--- src/rtl/hazard_byp_ctrl_pkg.sv ---
// hazard_byp_ctrl_pkg: FSM state encodings, R0 address and default load-use bubble count
package hazard_byp_ctrl_pkg;
  typedef enum logic {HZ_RUN, HZ_LU_STALL} hz_state_e;
  localparam int HZ_R0        = 0;
  localparam int LU_STALL_DEF = 1;
endpackage

--- src/rtl/hazard_dst_tracker.sv ---
// hazard_dst_tracker: destination tracker for the ID_EX (E) and EX_DM (D) slots
module hazard_dst_tracker #(
  parameter int RF_AW = 4
) (
  input  logic             clk,
  input  logic             rst_n,
  input  logic             adv_e,
  input  logic             adv_d,
  input  logic             kill_e,
  input  logic             id_we,
  input  logic             id_ld,
  input  logic [RF_AW-1:0] id_dst,
  output logic             e_valid,
  output logic             e_we,
  output logic             e_ld,
  output logic [RF_AW-1:0] e_dst,
  output logic             d_valid,
  output logic             d_we,
  output logic [RF_AW-1:0] d_dst
);
  // E takes the ID instruction (or an empty slot on bubble/flush); D takes E; each holds while its stage is stalled
  always_ff @(posedge clk or negedge rst_n) begin
    if (!rst_n) begin
      {e_valid, e_we, e_ld, e_dst} <= '0;
      {d_valid, d_we, d_dst}       <= '0;
    end else begin
      if (adv_e) {e_valid, e_we, e_ld, e_dst} <= kill_e ? '0 : {1'b1, id_we, id_ld, id_dst};
      if (adv_d) {d_valid, d_we, d_dst} <= {e_valid, e_we, e_dst};
    end
  end
endmodule

--- src/rtl/hazard_byp_ctrl.sv ---
// hazard_byp_ctrl: bypass selects, load-use/mem-wait stalls, flush bubbles; HAZ_PERF_CNT_EN adds perf counters
module hazard_byp_ctrl
  import hazard_byp_ctrl_pkg::*;
#(
  parameter int RF_AW    = 4,
  parameter int LU_STALL = LU_STALL_DEF
) (
  input  logic             clk,
  input  logic             rst_n,
  input  logic [RF_AW-1:0] src0_addr_ID,
  input  logic [RF_AW-1:0] src1_addr_ID,
  input  logic             src0_used_ID,
  input  logic             src1_used_ID,
  input  logic [RF_AW-1:0] dst_addr_ID,
  input  logic             we_ID,
  input  logic             ld_ID,
  input  logic             flush_EX,
  input  logic             mem_wait,
  output logic             byp0_EX,
  output logic             byp1_EX,
  output logic             byp0_DM,
  output logic             byp1_DM,
  output logic             stall_IF_ID,
  output logic             stall_ID_EX,
  output logic             stall_EX_DM,
  output logic             stall_DM_WB,
  output logic             bubble_ID_EX
`ifdef HAZ_PERF_CNT_EN
  ,
  output logic [15:0]      perf_lu_cnt,
  output logic [15:0]      perf_mw_cnt
`endif
);
  logic             e_valid, e_we, e_ld, d_valid, d_we;
  logic [RF_AW-1:0] e_dst, d_dst;
  logic             nz0, nz1, m0_e, m1_e, m0_d, m1_d, trig, fl, lu_bub, flush_pend;
  logic [1:0]       cnt, cnt_nx;
  hz_state_e        state, state_nx;

  hazard_dst_tracker #(.RF_AW(RF_AW)) u_trk (
    .clk    (clk),
    .rst_n  (rst_n),
    .adv_e  (!stall_ID_EX),
    .adv_d  (!stall_EX_DM),
    .kill_e (bubble_ID_EX),
    .id_we  (we_ID),
    .id_ld  (ld_ID),
    .id_dst (dst_addr_ID),
    .e_valid(e_valid),
    .e_we   (e_we),
    .e_ld   (e_ld),
    .e_dst  (e_dst),
    .d_valid(d_valid),
    .d_we   (d_we),
    .d_dst  (d_dst)
  );

  assign nz0  = src0_addr_ID != RF_AW'(HZ_R0);
  assign nz1  = src1_addr_ID != RF_AW'(HZ_R0);
  assign m0_e = src0_used_ID & e_valid & e_we & (e_dst == src0_addr_ID) & nz0;
  assign m1_e = src1_used_ID & e_valid & e_we & (e_dst == src1_addr_ID) & nz1;
  assign m0_d = src0_used_ID & d_valid & d_we & (d_dst == src0_addr_ID) & nz0;
  assign m1_d = src1_used_ID & d_valid & d_we & (d_dst == src1_addr_ID) & nz1;
  assign trig = e_valid & e_ld & (m0_e | m1_e);
  assign fl   = !mem_wait & (flush_EX | flush_pend);

  // load-use sequencing and stage controls; mem_wait freezes everything, flush overrides load-use
  always_comb begin
    lu_bub       = (state == HZ_RUN) ? trig : (cnt < 2'(LU_STALL));
    state_nx     = mem_wait ? state : ((!fl && lu_bub) ? HZ_LU_STALL : HZ_RUN);
    cnt_nx       = mem_wait ? cnt : ((fl || !lu_bub) ? 2'd0 : cnt + 2'd1);
    stall_IF_ID  = mem_wait | (lu_bub & !fl);
    stall_ID_EX  = mem_wait;
    stall_EX_DM  = mem_wait;
    stall_DM_WB  = mem_wait;
    bubble_ID_EX = !mem_wait & (fl | lu_bub);
  end

  // FSM state, bubble counter and the flush latched across a memory wait
  always_ff @(posedge clk or negedge rst_n) begin
    if (!rst_n) begin
      state      <= HZ_RUN;
      cnt        <= '0;
      flush_pend <= 1'b0;
    end else begin
      state      <= state_nx;
      cnt        <= cnt_nx;
      flush_pend <= mem_wait & (flush_pend | flush_EX);
    end
  end

  // bypass selects follow the ID instruction into ID_EX; EX match takes priority over DM
  always_ff @(posedge clk or negedge rst_n) begin
    if (!rst_n) begin
      {byp0_EX, byp0_DM, byp1_EX, byp1_DM} <= '0;
    end else if (!stall_ID_EX) begin
      byp0_EX <= m0_e;
      byp0_DM <= m0_d & !m0_e;
      byp1_EX <= m1_e;
      byp1_DM <= m1_d & !m1_e;
    end
  end

`ifdef HAZ_PERF_CNT_EN
  logic lu_take;
  assign lu_take = !mem_wait & !fl & lu_bub;
  // saturating counts of load-use bubbles actually inserted and of memory-wait cycles
  always_ff @(posedge clk or negedge rst_n) begin
    if (!rst_n) begin
      perf_lu_cnt <= '0;
      perf_mw_cnt <= '0;
    end else begin
      if (lu_take && perf_lu_cnt != 16'hFFFF) perf_lu_cnt <= perf_lu_cnt + 16'd1;
      if (mem_wait && perf_mw_cnt != 16'hFFFF) perf_mw_cnt <= perf_mw_cnt + 16'd1;
    end
  end
`endif
endmodule

--- config.mk ---
export PLATFORM = sky130hd
export DESIGN_NAME = hazard_byp_ctrl
export DESIGN_NICKNAME = d
export VERILOG_FILES = /design/src/rtl/hazard_byp_ctrl_pkg.sv /design/src/rtl/hazard_dst_tracker.sv /design/src/rtl/hazard_byp_ctrl.sv
export SDC_FILE = /design/constraint.sdc
export NUM_CORES = 1
export LEC_CHECK = 0
export ABC_AREA = 1
export CAP_MARGIN = 10
export CORE_MARGIN = 8
export CORE_UTILIZATION = 53
export CTS_CLUSTER_DIAMETER = 50
export DETAILED_ROUTE_END_ITERATION = 8
export MAX_ROUTING_LAYER = met4
export PLACE_DENSITY = 0.84
export RECOVER_POWER = 25
export REMOVE_ABC_BUFFERS = 1
export SLEW_MARGIN = 20
export SYNTH_ARGS = -nofsm -noshare
export SYNTH_HDL_FRONTEND = slang
export SYNTH_SLANG_ARGS = --single-unit
--- constraint.sdc ---
create_clock -name clk -period 2.8 [get_ports clk]
set_input_delay 0.28 -clock clk [delete_from_list [all_inputs] [get_ports clk]]
set_output_delay 0.28 -clock clk [all_outputs]
set_load 0.005 [all_outputs]
==> results of run 1 <==
-- stage by stage --
step	area, sq um	std cells	power, W	util [%]	hold WS [ps]
5_1_grt	1600	229	0.0006452	67.03	512.0
3_3_place_gp	1573	225	0.0004702	65.88	461.6
2_1_floorplan	1247	166	0.0004035	-	-15.59
4_1_cts	1600	229	0.0006212	67.03	501.5
3_5_place_dp	1573	225	0.0004746	65.88	467.0
6_report	1600	229	0.0006142	67.03	503.7
-- area by class of cell --
cell class,count,share of cell area (%)
clock buffer,3,1.407
clock inverter,1,0.3127
sequential,21,32.84
tap,30,2.346
timing repair buffer,29,17.98
inverter,31,7.271
multi-input combinational,114,37.84
-- cell usage in the layout, fill, tap and decap left out --
| cell type | Yosys | layout |
|---|---|---|
| clkbuf_4 | 0 | 3 |
| dlygate4sd3_1 | 0 | 2 |
| a21oi_1 | 1 | 1 |
| nand2_1 | 57 | 57 |
| inv_1 | 28 | 28 |
| nor2_1 | 13 | 13 |
| nor2_4 | 1 | 1 |
| o21a_1 | 1 | 1 |
| or2_0 | 1 | 1 |
| xor2_1 | 5 | 5 |
| o22ai_1 | 1 | 1 |
| inv_2 | 3 | 3 |
| nand2_2 | 3 | 3 |
| dfrtp_1 | 21 | 21 |
| nand3_2 | 1 | 1 |
| nand4_1 | 4 | 4 |
| ha_1 | 1 | 1 |
| o21ai_0 | 7 | 7 |
| buf_4 | 3 | 1 |
| clkinv_2 | 0 | 1 |
| o21bai_2 | 6 | 6 |
| xnor2_1 | 2 | 2 |
| o21ai_1 | 2 | 2 |
| nor3_1 | 2 | 2 |
| nand3_1 | 3 | 3 |
| clkdlybuf4s50_1 | 0 | 26 |
| nand4_4 | 1 | 1 |
| o21ai_2 | 1 | 1 |
| nand2_4 | 1 | 1 |
-- path summary, 6_finish.rpt --
kind,start,to,depth (start not counted)
max,src1_addr_ID[2],stall_IF_ID,12
min,u_trk.d_we,u_trk.d_we,2
max reg2reg,u_trk.e_dst[3],u_trk.e_dst[0],10
min reg2reg,u_trk.d_we,u_trk.d_we,2
max in group asynchronous,rst_n,u_trk.e_dst[2],1
min in group asynchronous,rst_n,u_trk.d_dst[3],1
-- worst register-to-register path, cell delays in order, from the launching register on --
cell,delay (ps)
dfrtp_1,450
inv_1,110
nand2_1,50
nand2_1,60
nand2_1,50
nor2_1,100
nand2_2,90
nand2_2,90
nand2_4,60
nand4_4,140
o21bai_2,80
-- metal layers --
layer | up-vias | share of wire, % | global-route usage, %
met2 | 19 | 48 | 23.25
met1 | 521 | 48 | 18.00
met3 | 2 | 3.1 | 3.061
met5 | - | 0 | -
met4 | 0 | 0.42 | 4.087
li1 | 577 | - | -
-- power breakdown --
group | leakage (nW) | switching [W] | internal, W
clock | 0.0177 | 0.0000932 | 0.0000533
sequential | 0.282 | 0.0000178 | 0.000321
combinational | 0.574 | 0.0000652 | 0.0000640
total | 0.874 | 0.000176 | 0.000438
-- cells by family after synthesis --
kind of cell    Yosys count
compound gates           19
flops                    21
buf+inv                  38
simple gates             87
xor+xnor                  7
fa+ha+maj                 1
==> metrics.csv, run 1 <==
stage;metric;value;unit
outcome;status;complete, no violations;
critical_path;cp.buffers_inverters;2;
global_route;grt_pass1_wl;4.830;mm
power_and_ir_drop;ir_drop;0.2612;mV
sta;fin_worst_skew;3.444;ps
floorplanning;die_w;65.29;um
sta;hold_violations;0;
floorplanning;rows;18;
critical_path;ff2ff_setup_slack;1420;ps
clock_tree;htreeDepth;1;
final_layout;final_nets;221;
yosys;synth_xor_xnor_area_share;4.762;%
critical_path;path_cells;clkdlybuf4s50_1 -> nor2_1 -> nand2_1 -> nand2_1 -> nor2_1 -> nand2_2 -> nand2_2 -> nand2_4 -> nand2_2 -> o21ai_1 -> nand2_1 -> clkdlybuf4s50_1;
clock_tree;clockBufferDepth;2;
global_route;track_usage;14.49;%
placement;pre_cts_slack;390.6;ps
floorplanning;dieArea;0.004262;sq mm
sta;max_freq;415.2;MHz
critical_path;cp_data_arrival_time;2130;ps
route;routed_wirelength;2.858;mm
yosys;synth-adder-area-share;0.9718;%
yosys;synth_cells;173;
critical_path;crit_fanout;4;
yosys;synthMuxAreaShare;0;%
yosys;syn-cell-area;0.001287;sq mm
yosys;synth_area_leader_cell;dfrtp_1;
yosys;synth_top_family_by_area;simple AND/OR/NAND/NOR gates;
yosys;async_flop_share;100.0;%
sta;fin_ws;391.5;ps
yosys;synth-compound-area-share;10.88;%
sta;min_period;2409;ps
clock_tree;post_cts_buffers;0;
route;vias_per_cell;4.886;
global_route;gr-total-overflow;0;
yosys;ys_ff_latch;21;
floorplanning;die_h;65.29;um
yosys;ys_warn_count;0;
power_and_ir_drop;power_density;383.8;mW/mm^2
route;drtIter0Drc;61;
global_route;grt_pass1_vias;1090;
sta;finalSetupTns;0;ps
critical_path;worstPathRequired;2520;ps
yosys;synth_area_per_cell;7.442;sq um
final_layout;multi_input_area;605.6;sq um
yosys;yosysTopAreaCellShare;40.82;%
sta;worstMarginPinSlew;961.3;ps
global_route;antenna_found_initial;0;
critical_path;cp_slowest_cell;clkdlybuf4s50_1;
critical_path;cp-end-kind;output port;
global_route;grt_max_degree;23;
critical_path;startpoint_type;input pin;
placement;hpwl;2.243;mm
route;wl_per_cell;12.48;um
yosys;ys_types;28;
critical_path;max_stage_delay;560;ps
yosys;synthFlopType;dfrtp_1;
clock_tree;cts_tree;done;
final_layout;seq_area;525.5;sq um
yosys;synthSimpleGateAreaFrac;30.42;%
sta;finalSetupViolCount;0;
yosys;synth_edf_count;0;
yosys;yosysSeqAreaShare;40.82;%
floorplanning;start_util;53.93;%
placement;io_buffers;28;
clock_tree;root_buffer;clkbuf_4;
final_layout;n_fill_cell;228;
critical_path;criticalPathCategory;input pin to output port;
job;maxCapViolCount;0;
route;dr_total_vias;1119;
floorplanning;core;0.002387;sq mm
final_layout;area_growth;24.30;%
clock_tree;clock-sinks;21;
clock_tree;cts_resized;0;
sta;rsz0062_at_grt;false;
route;drc;0;
clock_tree;path_clk_slew;110;ps
sta;period_share;86.02;%
critical_path;critPathTopFamily;buffers and inverters;
worst_hold_path;min_path_type;flop to flop;
sta;slew_headroom;35.70;%
floorplanning;pin_count;29;
final_layout;final_layout_size_suffix_gt1_share;11.06;%
clock_tree;cts_made_buffers;3;
route;ant_nets;0;
clock_tree;insertion_delay;300;ps
sta;finalMaxSlewViolations;0;
clock_tree;hold_buffers;0;
yosys;yosys-top-cells-area;dfrtp_1 41%, nand2_1 17%, inv_1 8.2%;
yosys;synth_most_common_cell;nand2_1;
placement;finalWeightedCongestion;0.8938;
final_layout;num_antenna_cells;0;
route;dr.pass1.iters;4;
yosys;yosys-top-cells-count;57 x nand2_1, 28 x inv_1, 21 x dfrtp_1, 13 x nor2_1, 7 x o21ai_0;
power_and_ir_drop;power_leakage;0.8737;nW
No activity file was read; power rests on OpenSTA's default activity.
==> run 2, diff against run 1 <==
- CTS_CLUSTER_DIAMETER: 50 -> 30
==> results of run 2 <==
Same layout as run 1: the final DEF is identical, and so are final timing and power.
